[src/rtl/biu_constants_pkg.sv]
// Shared bus-interface constants: access-size encoding and its byte count.
package biu_constants_pkg;

    typedef enum logic [2:0] {
        BYTE  = 3'b000,
        HWORD = 3'b001,
        WORD  = 3'b010,
        DWORD = 3'b011
    } biu_size_t;

    // Returns 0 for encodings that name no access size.
    function automatic int biu_size2bytes(input biu_size_t size);
        case (size)
            BYTE:    return 32'sd1;
            HWORD:   return 32'sd2;
            WORD:    return 32'sd4;
            DWORD:   return 32'sd8;
            default: return 32'sd0;
        endcase
    endfunction

endpackage

[src/rtl/riscv_memsplit_lane.sv]
// Lane steering for a possibly boundary-crossing access: byte enables and write data
// over a double-width window; the low half feeds the first bus access, the high half the second.
module riscv_memsplit_lane
    import biu_constants_pkg::*;
#(
    parameter  int XLEN = 32,
    localparam int OFFW = $clog2(XLEN/8),
    localparam int BEW  = 2*XLEN/8
) (
    input  logic [OFFW-1:0]   i_off,
    input  biu_size_t         i_size,
    input  logic [XLEN-1:0]   i_d,
    output logic [BEW-1:0]    o_be,
    output logic [2*XLEN-1:0] o_wd
);

    logic [BEW-1:0] w_mask;

    // Unshifted byte mask, one bit per byte of the access.
    always_comb begin
        w_mask = '0;
        case (i_size)
            BYTE:    w_mask[0]   = 1'b1;
            HWORD:   w_mask[1:0] = 2'b11;
            WORD:    w_mask[3:0] = 4'hF;
            DWORD:   w_mask[7:0] = 8'hFF;
            default: w_mask      = '0;
        endcase
    end

    assign o_be = w_mask << i_off;
    assign o_wd = {{XLEN{1'b0}}, i_d} << {i_off, 3'b000};

endmodule

[src/rtl/riscv_memsplit.sv]
// Splits one LSU load/store into one or two aligned BIU accesses and merges the
// read data back into a single right-justified result.
module riscv_memsplit
    import biu_constants_pkg::*;
#(
    parameter int XLEN = 32,
    parameter int PLEN = 32
) (
    input  logic              clk_i,
    input  logic              rst_i,
    input  logic              req_i,
    input  logic [PLEN-1:0]   adr_i,
    input  biu_size_t         size_i,
    input  logic              we_i,
    input  logic [XLEN-1:0]   d_i,
    output logic              busy_o,
    output logic              ack_o,
    output logic              err_o,
    output logic [XLEN-1:0]   q_o,
    output logic              mem_req_o,
    output logic [PLEN-1:0]   mem_adr_o,
    output logic              mem_we_o,
    output logic [XLEN/8-1:0] mem_be_o,
    output logic [XLEN-1:0]   mem_d_o,
    input  logic              mem_ack_i,
    input  logic              mem_err_i,
    input  logic [XLEN-1:0]   mem_q_i
);

    localparam int BYTES = XLEN/8;
    localparam int OFFW  = $clog2(BYTES);

    typedef enum logic [2:0] {
        S_IDLE   = 3'd0,
        S_FIRST  = 3'd1,
        S_SECOND = 3'd2,
        S_DONE   = 3'd3,
        S_ERR    = 3'd4
    } state_t;

    state_t            r_state;
    logic [OFFW-1:0]   r_off;
    biu_size_t         r_size;
    logic              r_cross;
    logic [BYTES-1:0]  r_be_hi;
    logic [XLEN-1:0]   r_wd_hi;
    logic [XLEN-1:0]   r_q0;
    logic              r_ack;
    logic              r_err;
    logic [XLEN-1:0]   r_q;
    logic              r_mem_req;
    logic [PLEN-1:0]   r_mem_adr;
    logic              r_mem_we;
    logic [BYTES-1:0]  r_mem_be;
    logic [XLEN-1:0]   r_mem_d;

    state_t            w_state_nxt;
    logic [OFFW-1:0]   w_off;
    logic [2*BYTES-1:0] w_be;
    logic [2*XLEN-1:0] w_wd;
    int                w_nbytes;
    logic              w_legal;
    logic              w_cross;
    logic              w_accept;
    logic              w_ack_nxt;
    logic              w_err_nxt;
    logic [XLEN-1:0]   w_q_nxt;
    logic              w_mem_req_nxt;
    logic [PLEN-1:0]   w_mem_adr_nxt;
    logic              w_mem_we_nxt;
    logic [BYTES-1:0]  w_mem_be_nxt;
    logic [XLEN-1:0]   w_mem_d_nxt;

    // Shift the two captured words down to the access offset and zero-fill above the size.
    function automatic logic [XLEN-1:0] merge_q(input logic [XLEN-1:0] q1, input logic [XLEN-1:0] q0,
                                                input logic [OFFW-1:0] off, input biu_size_t size);
        logic [XLEN-1:0] mask;
        case (size)
            BYTE:    mask = XLEN'(8'hFF);
            HWORD:   mask = XLEN'(16'hFFFF);
            WORD:    mask = XLEN'(32'hFFFF_FFFF);
            DWORD:   mask = '1;
            default: mask = '0;
        endcase
        return XLEN'({q1, q0} >> {off, 3'b000}) & mask;
    endfunction

    assign w_off    = adr_i[OFFW-1:0];
    assign w_nbytes = biu_size2bytes(size_i);
    assign w_legal  = (w_nbytes != 32'sd0) && (w_nbytes <= BYTES);
    assign w_cross  = (int'(w_off) + w_nbytes) > BYTES;
    assign w_accept = (r_state == S_IDLE) && req_i && w_legal;

    riscv_memsplit_lane #(.XLEN(XLEN)) u_lane (
        .i_off  (w_off),
        .i_size (size_i),
        .i_d    (d_i),
        .o_be   (w_be),
        .o_wd   (w_wd)
    );

    // Next-state and next-output decode; bus outputs drop to zero whenever no access is pending.
    always_comb begin
        w_state_nxt   = r_state;
        w_ack_nxt     = 1'b0;
        w_err_nxt     = 1'b0;
        w_q_nxt       = '0;
        w_mem_req_nxt = 1'b0;
        w_mem_adr_nxt = '0;
        w_mem_we_nxt  = 1'b0;
        w_mem_be_nxt  = '0;
        w_mem_d_nxt   = '0;
        case (r_state)
            S_IDLE: begin
                if (req_i && w_legal) begin
                    w_state_nxt   = S_FIRST;
                    w_mem_req_nxt = 1'b1;
                    w_mem_adr_nxt = {adr_i[PLEN-1:OFFW], {OFFW{1'b0}}};
                    w_mem_we_nxt  = we_i;
                    w_mem_be_nxt  = w_be[BYTES-1:0];
                    w_mem_d_nxt   = w_wd[XLEN-1:0];
                end else if (req_i) begin
                    w_state_nxt = S_ERR;
                    w_err_nxt   = 1'b1;
                end else begin
                    w_state_nxt = S_IDLE;
                end
            end
            S_FIRST: begin
                if (mem_err_i) begin
                    w_state_nxt = S_ERR;
                    w_err_nxt   = 1'b1;
                end else if (mem_ack_i && r_cross) begin
                    // Second access follows with no idle gap; address wraps modulo 2^PLEN.
                    w_state_nxt   = S_SECOND;
                    w_mem_req_nxt = 1'b1;
                    w_mem_adr_nxt = r_mem_adr + PLEN'(BYTES);
                    w_mem_we_nxt  = r_mem_we;
                    w_mem_be_nxt  = r_be_hi;
                    w_mem_d_nxt   = r_wd_hi;
                end else if (mem_ack_i) begin
                    w_state_nxt = S_DONE;
                    w_ack_nxt   = 1'b1;
                    w_q_nxt     = r_mem_we ? '0 : merge_q({XLEN{1'b0}}, mem_q_i, r_off, r_size);
                end else begin
                    w_mem_req_nxt = 1'b1;
                    w_mem_adr_nxt = r_mem_adr;
                    w_mem_we_nxt  = r_mem_we;
                    w_mem_be_nxt  = r_mem_be;
                    w_mem_d_nxt   = r_mem_d;
                end
            end
            S_SECOND: begin
                if (mem_err_i) begin
                    w_state_nxt = S_ERR;
                    w_err_nxt   = 1'b1;
                end else if (mem_ack_i) begin
                    w_state_nxt = S_DONE;
                    w_ack_nxt   = 1'b1;
                    w_q_nxt     = r_mem_we ? '0 : merge_q(mem_q_i, r_q0, r_off, r_size);
                end else begin
                    w_mem_req_nxt = 1'b1;
                    w_mem_adr_nxt = r_mem_adr;
                    w_mem_we_nxt  = r_mem_we;
                    w_mem_be_nxt  = r_mem_be;
                    w_mem_d_nxt   = r_mem_d;
                end
            end
            S_DONE:  w_state_nxt = S_IDLE;
            S_ERR:   w_state_nxt = S_IDLE;
            default: w_state_nxt = S_IDLE;
        endcase
    end

    // State, registered outputs, request context and first-word capture.
    always_ff @(posedge clk_i) begin
        if (rst_i) begin
            r_state   <= S_IDLE;
            r_off     <= '0;
            r_size    <= BYTE;
            r_cross   <= 1'b0;
            r_be_hi   <= '0;
            r_wd_hi   <= '0;
            r_q0      <= '0;
            r_ack     <= 1'b0;
            r_err     <= 1'b0;
            r_q       <= '0;
            r_mem_req <= 1'b0;
            r_mem_adr <= '0;
            r_mem_we  <= 1'b0;
            r_mem_be  <= '0;
            r_mem_d   <= '0;
        end else begin
            r_state   <= w_state_nxt;
            r_ack     <= w_ack_nxt;
            r_err     <= w_err_nxt;
            r_q       <= w_q_nxt;
            r_mem_req <= w_mem_req_nxt;
            r_mem_adr <= w_mem_adr_nxt;
            r_mem_we  <= w_mem_we_nxt;
            r_mem_be  <= w_mem_be_nxt;
            r_mem_d   <= w_mem_d_nxt;
            if (w_accept) begin
                r_off   <= w_off;
                r_size  <= size_i;
                r_cross <= w_cross;
                r_be_hi <= w_be[2*BYTES-1:BYTES];
                r_wd_hi <= w_wd[2*XLEN-1:XLEN];
            end
            if ((r_state == S_FIRST) && mem_ack_i && !mem_err_i) begin
                r_q0 <= mem_q_i;
            end
        end
    end

    assign busy_o    = (r_state != S_IDLE);
    assign ack_o     = r_ack;
    assign err_o     = r_err;
    assign q_o       = r_q;
    assign mem_req_o = r_mem_req;
    assign mem_adr_o = r_mem_adr;
    assign mem_we_o  = r_mem_we;
    assign mem_be_o  = r_mem_be;
    assign mem_d_o   = r_mem_d;

endmodule

[config.mk]
export PLATFORM = sky130hd
export DESIGN_NAME = riscv_memsplit
export DESIGN_NICKNAME = d
export VERILOG_FILES = /design/src/rtl/biu_constants_pkg.sv /design/src/rtl/riscv_memsplit_lane.sv /design/src/rtl/riscv_memsplit.sv
export SDC_FILE = /design/constraint.sdc
export NUM_CORES = 1
export LEC_CHECK = 0
export BUFFER_PORTS_ARGS = -buffer_cell sky130_fd_sc_hd__buf_4
export CAP_MARGIN = 0
export CORE_MARGIN = 3
export CORE_UTILIZATION = 54
export CTS_CLUSTER_DIAMETER = 80
export CTS_CLUSTER_SIZE = 30
export DETAILED_ROUTE_END_ITERATION = 10
export PLACE_DENSITY_LB_ADDON = 0.1
export RECOVER_POWER = 50
export SYNTH_ARGS = -nofsm -noshare
export SYNTH_HDL_FRONTEND = slang
export SYNTH_SLANG_ARGS = --single-unit
[constraint.sdc]
create_clock -name clk_i -period 2.2 [get_ports clk_i]
set_input_delay 0.11 -clock clk_i [delete_from_list [all_inputs] [get_ports clk_i]]
set_output_delay 0.11 -clock clk_i [all_outputs]
set_load 0.005 [all_outputs]
# ---- Word-level counts from Yosys, hierarchy flattened
# Index checks and enable logic that the tools add are counted.
dict set report totals {
  regBits 181
  in_bits 105
  output_inout_bits 105
  wordCells 118
}
dict set report classes {
  add_sub_neg 2
  order_cmp 2
  eq_ne 9
  shift 4
  muxes 66
  n_bitwise 2
  reduce_logical 18
}
# cell count
set ops {}
lappend ops {{two-way mux 32 bit} 23}
lappend ops {{case mux 32 bit (3 select lines)} 3}
lappend ops {{AND 32 bit} 2}
lappend ops {{case mux 32 bit (2 select lines)} 1}
lappend ops {{<< shifter 32 x 5 -> 64 bit} 1}
lappend ops {{right shift 64 x 5 -> 32 bit} 1}
lappend ops {{adder 3 x 32 -> 32 bit} 1}
lappend ops {{adder 32 x 3 -> 32 bit, second input constant} 1}
lappend ops {{> comparator 32 x 4 -> 1 bit, second input constant} 1}
lappend ops {{less-or-equal comparator 32 x 4 -> 1 bit, second input constant} 1}
lappend ops {{nonzero test 32 bit} 1}
lappend ops {{right shift 32 x 5 -> 32 bit} 1}
lappend ops {{two-way mux 4 bit} 6}
lappend ops {{two-way mux 1 bit} 19}
lappend ops {{two-way mux 3 bit} 6}
lappend ops {{case mux 4 bit (4 select lines)} 1}
lappend ops {{== test 3 x 2 -> 1 bit, second input constant} 5}
lappend ops {{case mux 4 bit (3 select lines)} 1}
lappend ops {{== test 3 x 1 -> 1 bit, second input constant} 3}
lappend ops {{zero test 3 bit} 3}
lappend ops {{case mux 3 bit (3 select lines)} 1}
lappend ops {{<< shifter 8 x 2 -> 8 bit} 1}
lappend ops {{logical AND 1 bit} 7}
lappend ops {{case mux 1 bit (3 select lines)} 2}
lappend ops {{8 further kinds} 11}

# ---- Longest topological paths before layout
dict set report depth {
  depth_word 13
  ltp_mapped 9
  mapped_depth_nobuf 8
}

# ---- Hierarchy
# Synthesis repeated with hierarchy kept, for this count alone.
dict set report unflattened {
  hier_cells 1077
  hier_area_um2 9064.9
}
# module n_inst cells_per_inst area_per_inst_um2 seq_area_each_um2
set by_module_without_submodules {}
lappend by_module_without_submodules {riscv_memsplit 1 946 8013.9 3623.5}
lappend by_module_without_submodules {riscv_memsplit_lane 1 131 1051.0 0.0}

# ---- Worst setup path after synthesis
# No wires, ideal clock.
dict set report synth_path {
  path_type {register to register}
  start {reg r_off[1]}
  end {reg r_q[1] (netlist: q_o[1])}
  setup_time_ns 0.124
  t_arrival_ns 1.746
  required_ns 2.076
  setup_slack_ns 0.330
  path_stages_with_launch 7
  n_path_buf 3
  period_less_slack_ns 1.870
  cell_sequence {dfxtp_1 clkbuf_1 buf_2 clkbuf_1 mux4_2 a22oi_1 nor2_1}
}
dict set report synth_between {
  elab_chain_len 7
  word_cells_on_any_way 12
  classes_between {2 x shift; 8 x mux; 2 x bitwise}
}
# item line
set synth_lines {}
lappend synth_lines {{from (decl)} riscv_memsplit.sv:42} ;# logic [OFFW-1:0] r_off;
lappend synth_lines {{from (signal assigned)} riscv_memsplit.sv:204} ;# r_off <= w_off;
lappend synth_lines {{right shift 32 x 5 -> 32 bit} riscv_memsplit.sv:85} ;# return XLEN'({q1, q0} >> {off, 3'b000}) & mask;
lappend synth_lines {{AND 32 bit} riscv_memsplit.sv:85}
lappend synth_lines {{two-way mux 32 bit} riscv_memsplit.sv:144} ;# w_q_nxt = r_mem_we ? '0 : merge_q({XLEN{1'b0}}, mem_q_i, r_off, r_size);
lappend synth_lines {{two-way mux 32 bit} riscv_memsplit.sv:141} ;# end else if (mem_ack_i) begin
lappend synth_lines {{two-way mux 32 bit} riscv_memsplit.sv:133} ;# end else if (mem_ack_i && r_cross) begin
lappend synth_lines {{two-way mux 32 bit} riscv_memsplit.sv:130} ;# if (mem_err_i) begin
lappend synth_lines {{case mux 32 bit (2 select lines) (*)} riscv_memsplit.sv:113} ;# case (r_state)
lappend synth_lines {{to (signal assigned)} riscv_memsplit.sv:197} ;# r_q <= w_q_nxt;
lappend synth_lines {{to (decl)} riscv_memsplit.sv:50} ;# logic [XLEN-1:0] r_q;
# Every way passes the cells marked *; elsewhere a longest branch is shown, timed or not.
# A chain may end at the register's enable or synchronous reset.

# ---- Worst setup path in the final report
dict set report layout_path {
  start {reg r_state[2]}
  end {reg r_mem_adr[19] (netlist: mem_adr_o[19])}
}
dict set report layout_between {
  elab_chain_len 2
  word_cells_on_any_way 4
  classes_between {2 x eq/ne; 1 x mux; 1 x reduce/logical}
}
# item line
set layout_lines {}
lappend layout_lines {{from (decl)} riscv_memsplit.sv:41} ;# state_t r_state;
lappend layout_lines {{from (signal assigned)} riscv_memsplit.sv:194} ;# r_state <= w_state_nxt;
lappend layout_lines {{== test 3 x 2 -> 1 bit (tied with other cells)} riscv_memsplit.sv:113}
lappend layout_lines {{case mux 32 bit (3 select lines) (*)} riscv_memsplit.sv:113}
lappend layout_lines {{to (signal assigned)} riscv_memsplit.sv:199} ;# r_mem_adr <= w_mem_adr_nxt;
lappend layout_lines {{to (decl)} riscv_memsplit.sv:52} ;# logic [PLEN-1:0] r_mem_adr;
# Marked as above.

==> results.rst <==
.. list-table::
   :header-rows: 1

   * - Metric
     - Value
   * - Leak Pwr
     - ~4.4 nW
   * - GRT overflow
     - 0
   * - Deepest level of the CTS H-tree
     - 4
   * - Warnings from Yosys
     - 0
   * - Register bit count reported by yosys
     - 173
   * - Crit path max-delay cell type
     - sky130_fd_sc_hd__dfxtp_1
   * - Synthesized instance count
     - 979
   * - Dpl hpwl
     - between 15 and 20 mm
   * - Hold Path Class
     - input pin to flip-flop
   * - Total power of the final layout
     - 7.37 mW
   * - Horiz. Die Dim
     - 134 um
   * - Max_slew headroom
     - 43.2%
   * - Leading post-synthesis cells by cell area
     - sky130_fd_sc_hd__dfxtp_1 (39%), sky130_fd_sc_hd__mux4_2 (8.2%), sky130_fd_sc_hd__nand2_1 (6.2%), sky130_fd_sc_hd__mux2_2 (5.3%), sky130_fd_sc_hd__a21oi_1 (4.4%)
   * - Fraction of final layout cells sized beyond drive strength 1
     - between 20% and 30%
   * - Post-synth cell types
     - 60
   * - Outcome
     - finished, final reports clean
   * - Largest net degree at the start of global routing
     - 43
   * - Cell with the most instances after synthesis
     - sky130_fd_sc_hd__dfxtp_1
   * - Detail-routed net length per standard cell
     - 19.3 um
   * - Core footprint
     - around 16000 um2
   * - Worst slew pin tran
     - roughly 0.85 ns
   * - Post-detailed-route via-to-cell ratio
     - 6.16
   * - Clock net sink count
     - 173
   * - Post-synth net total
     - approximately 1100
   * - Detailed-routing iteration count for the pre-antenna-repair pass
     - 8
   * - Met2 Routed Length
     - approximately 14 mm
   * - CP max stage delay
     - ~0.59 ns
   * - Clk Latency, worst-skew pair
     - 0.44 ns
   * - Critical Path End Type
     - flip-flop
   * - Drt drc
     - 0
   * - Y dimension of the die
     - between 100 and 150 um
   * - Area overhead of the layout relative to synthesis
     - 37.2%
   * - Buffers on Ports
     - about 210
   * - Per-instance average area after synthesis
     - between 8 and 9 um2
   * - GR Util All Layers
     - 31.3%
   * - Top layer reached by signal wires
     - met4
   * - Number of flops mapped to enable cells by yosys
     - 0
   * - Global-route wire length before repair
     - between 40 and 50 mm
   * - Cell type group with the largest total delay on the critical path
     - flip-flops
   * - Fraction of the yosys area taken by sequential cells
     - 39.4%
   * - Starting Density
     - 56.5%
   * - Critical path buffer and inverter count
     - 2
   * - Post-synthesis async set-or-reset flop share
     - 0%
   * - Final Cycle Share
     - 92.3%
   * - Worst setup slack before clock tree synthesis
     - 0.220 ns
   * - Register cell area after layout
     - 3470 um2
   * - FILL cells
     - approximately 1100
   * - FMAX
     - between 400 and 500 MHz
   * - CP cell instances
     - nor4b_4 > nand2_1 > clkbuf_1 > nor2_1 > buf_4 > a221o_1
   * - Die Outline Area
     - roughly 18000 um2
   * - CTS buffer count
     - 17
   * - Comb power frac
     - between 10% and 20%
   * - WL final
     - roughly 28 mm
   * - Post-synth top area cell
     - sky130_fd_sc_hd__dfxtp_1
   * - Max FO, Critical Path
     - 13
   * - Final period demand of the worst path
     - 2.03 ns
   * - Sum of negative setup slack
     - 0 ns
   * - Total I/O pin count
     - 210
   * - Switch Pwr
     - 1.99 mW
   * - Post-layout net count
     - about 1400
   * - Via Count
     - 9076
   * - Total setup violations reported at the end of the flow
     - 0
   * - Top post-synthesis cells by count
     - sky130_fd_sc_hd__dfxtp_1 (173), sky130_fd_sc_hd__nand2_1 (144), sky130_fd_sc_hd__nor2_1 (93)
   * - CTS tree
     - yes
   * - Proportion of power drawn by flip-flops and latches
     - 44.8%
   * - Area fraction of the dominant cell type after synthesis
     - between 30% and 40%
   * - Worst Slack Setup Final
     - 0.170 ns
   * - Clock-pin slew reported for the worst setup and hold paths after clock tree synthesis
     - roughly 0.070 ns
   * - Worst setup path category
     - flip-flop to flip-flop
   * - RSZ-0062 raised after global routing
     - false
   * - Number of global-route vias before repair
     - between 8000 and 9000
   * - Final Max Slew Viols
     - 0
   * - Worst IR drop on VDD
     - between 0.0005 and 0.0006 V
   * - Amount of wire on met3 after detailed routing
     - 2.71 mm
   * - Buffer type at the clock tree root
     - sky130_fd_sc_hd__clkbuf_16
   * - PwrDens
     - 612 nW/um2
   * - Antenna-violating nets left
     - 0
   * - Initial drt markers
     - 911
   * - Floorplan row count
     - 45
   * - Final hold viol count
     - 0
   * - Internal power
     - 5.39 mW
   * - Data arrival at the endpoint of the critical path
     - ~2.4 ns
   * - Clock Power Share
     - 41.1%
   * - Routed length on met1
     - 11.3 mm
   * - Type of origin of the critical path
     - flip-flop
   * - Maximum buffer depth of the clock tree
     - 2
   * - Post-Route Skew
     - 0.00806 ns
   * - Post-synth design cell area
     - 8780 um2
   * - Minimum hold slack
     - 0.00401 ns
   * - Number of antenna violations at the first check in global routing
     - 0
   * - Dominant synthesized flop cell
     - sky130_fd_sc_hd__dfxtp_1
   * - Required arrival time at the worst endpoint
     - 2.53 ns
   * - Multi-input gate area in the final layout
     - 4970 um2
   * - Max cap viols
     - 0
   * - Net Sw Frac
     - 26.9%
   * - Final weighted congestion of routability-driven global placement
     - 0.903
## cell type report
type | count | area share [%]
diodes | 1 | 0.0208
repair buffers | 332 | 22.5
clock inverters | 14 | 1.29
clock buffers | 18 | 3.65
flip-flops and latches | 173 | 28.8
inverters | 10 | 0.312
multi-input cells | 715 | 41.2
well taps | 211 | 2.19
## logic make-up (layout without fill, tap and decap cells)
group / count (synthesis) / in the layout / share of synthesized area (%)
other cells: 0 / 1 / 0
flops: 173 / 173 / 39.4
buf+inv: 91 / 374 / 4.12
compound gates: 243 / 243 / 18.9
fa+ha+maj: 4 / 4 / 0.656
xor+xnor: 11 / 11 / 1.10
simple gates: 358 / 358 / 19.4
mux: 99 / 99 / 16.4
## timing repair
action,in CTS,in global routing
setup endpoints to repair,0,9
hold buffers,82,0
endpoints found under the hold margin,98,0
buffers inserted,0,1
resized for setup,0,1
## metal layers
| metal | GRT usage [%] | vias up |
|---|---|---|
| met5 | 0 | - |
| met4 | 9.89 | 0 |
| met3 | 7.48 | 53 |
| met2 | 52.5 | 492 |
| met1 | 40.2 | 4355 |
| li1 | - | 4176 |
## through the flow
stage | utilization (%) | area [um2] | instances
6_report | 77.5 | 12000 | 1474
5_1_grt | 77.5 | 12000 | 1473
4_1_cts | 78.0 | 12100 | 1472
3_5_place_dp | 68.9 | 10700 | 1358
3_3_place_gp | 68.9 | 10700 | 1358
2_1_floorplan | - | 8780 | 979
## placed cells by master (no fill, tap or decap), types with 4 or more instances in the layout
| cell | n |
|---|---|
| sky130_fd_sc_hd__a21oi_1 | 77 |
| sky130_fd_sc_hd__nor4_1 | 4 |
| sky130_fd_sc_hd__buf_12 | 9 |
| sky130_fd_sc_hd__nand4_1 | 8 |
| sky130_fd_sc_hd__inv_1 | 10 |
| sky130_fd_sc_hd__nor3_2 | 5 |
| sky130_fd_sc_hd__nand2_1 | 144 |
| sky130_fd_sc_hd__nor2_1 | 92 |
| sky130_fd_sc_hd__nand3_1 | 30 |
| sky130_fd_sc_hd__o21ai_0 | 36 |
| sky130_fd_sc_hd__a22oi_1 | 38 |
| sky130_fd_sc_hd__clkbuf_4 | 81 |
| sky130_fd_sc_hd__nor2b_1 | 5 |
| sky130_fd_sc_hd__and2_1 | 4 |
| sky130_fd_sc_hd__nand2b_1 | 4 |
| sky130_fd_sc_hd__mux2i_1 | 26 |
| sky130_fd_sc_hd__dfxtp_1 | 170 |
| sky130_fd_sc_hd__buf_4 | 133 |
| sky130_fd_sc_hd__nor3_1 | 25 |
| sky130_fd_sc_hd__and4_1 | 5 |
| sky130_fd_sc_hd__o22ai_1 | 8 |
| sky130_fd_sc_hd__o211ai_1 | 4 |
| sky130_fd_sc_hd__xnor2_1 | 8 |
| sky130_fd_sc_hd__a22o_1 | 8 |
| sky130_fd_sc_hd__clkbuf_1 | 25 |
| sky130_fd_sc_hd__nor3b_1 | 6 |
| sky130_fd_sc_hd__a2bb2oi_1 | 8 |
| sky130_fd_sc_hd__a221oi_1 | 12 |
| sky130_fd_sc_hd__or3_1 | 4 |
| sky130_fd_sc_hd__mux4_2 | 32 |
| sky130_fd_sc_hd__a222oi_1 | 28 |
| sky130_fd_sc_hd__clkbuf_16 | 17 |
| sky130_fd_sc_hd__dlygate4sd3_1 | 82 |
| sky130_fd_sc_hd__mux2_2 | 41 |
## registers in the layout, indices dropped and copies added (netlist names)
name / cells
err_o: 1
r_be_hi: 4
mem_req_o: 1
q_o: 32
r_cross: 1
mem_adr_o: 32
r_state: 3
r_q0: 32
mem_d_o: 32
r_off: 2
mem_we_o: 1
r_size: 3
r_wd_hi: 24
ack_o: 1
mem_be_o: 4
## final timing paths
kind	startpoint	to	slack (ns)	depth (start not counted)
min	adr_i[21]	mem_adr_o[21]	0.004	3
max	r_state[2]	mem_adr_o[19]	0.17	6
max reg2reg	r_state[2]	mem_adr_o[19]	0.17	6
min reg2reg	r_wd_hi[8]	r_wd_hi[8]	0.46	2
## worst reg2reg max path, cell delays in order (launching register included)
cell,delay [ns]
sky130_fd_sc_hd__dfxtp_1,0.59
sky130_fd_sc_hd__nor4b_4,0.10
sky130_fd_sc_hd__nand2_1,0.30
sky130_fd_sc_hd__clkbuf_1,0.29
sky130_fd_sc_hd__nor2_1,0.09
sky130_fd_sc_hd__buf_4,0.20
sky130_fd_sc_hd__a221o_1,0.35
## power by group through the flow
stage                     registers, mW  clock network [mW]  logic (mW)
final                              3.30                3.03        1.04
after global routing               3.31                3.20        1.12
after CTS                          3.30                3.06        1.03
after detailed placement           3.37                   0       0.910
after global placement             3.37                   0       0.898
after floorplan                    3.34                   0       0.497
Note: power is estimated with default switching activity, not from simulation.
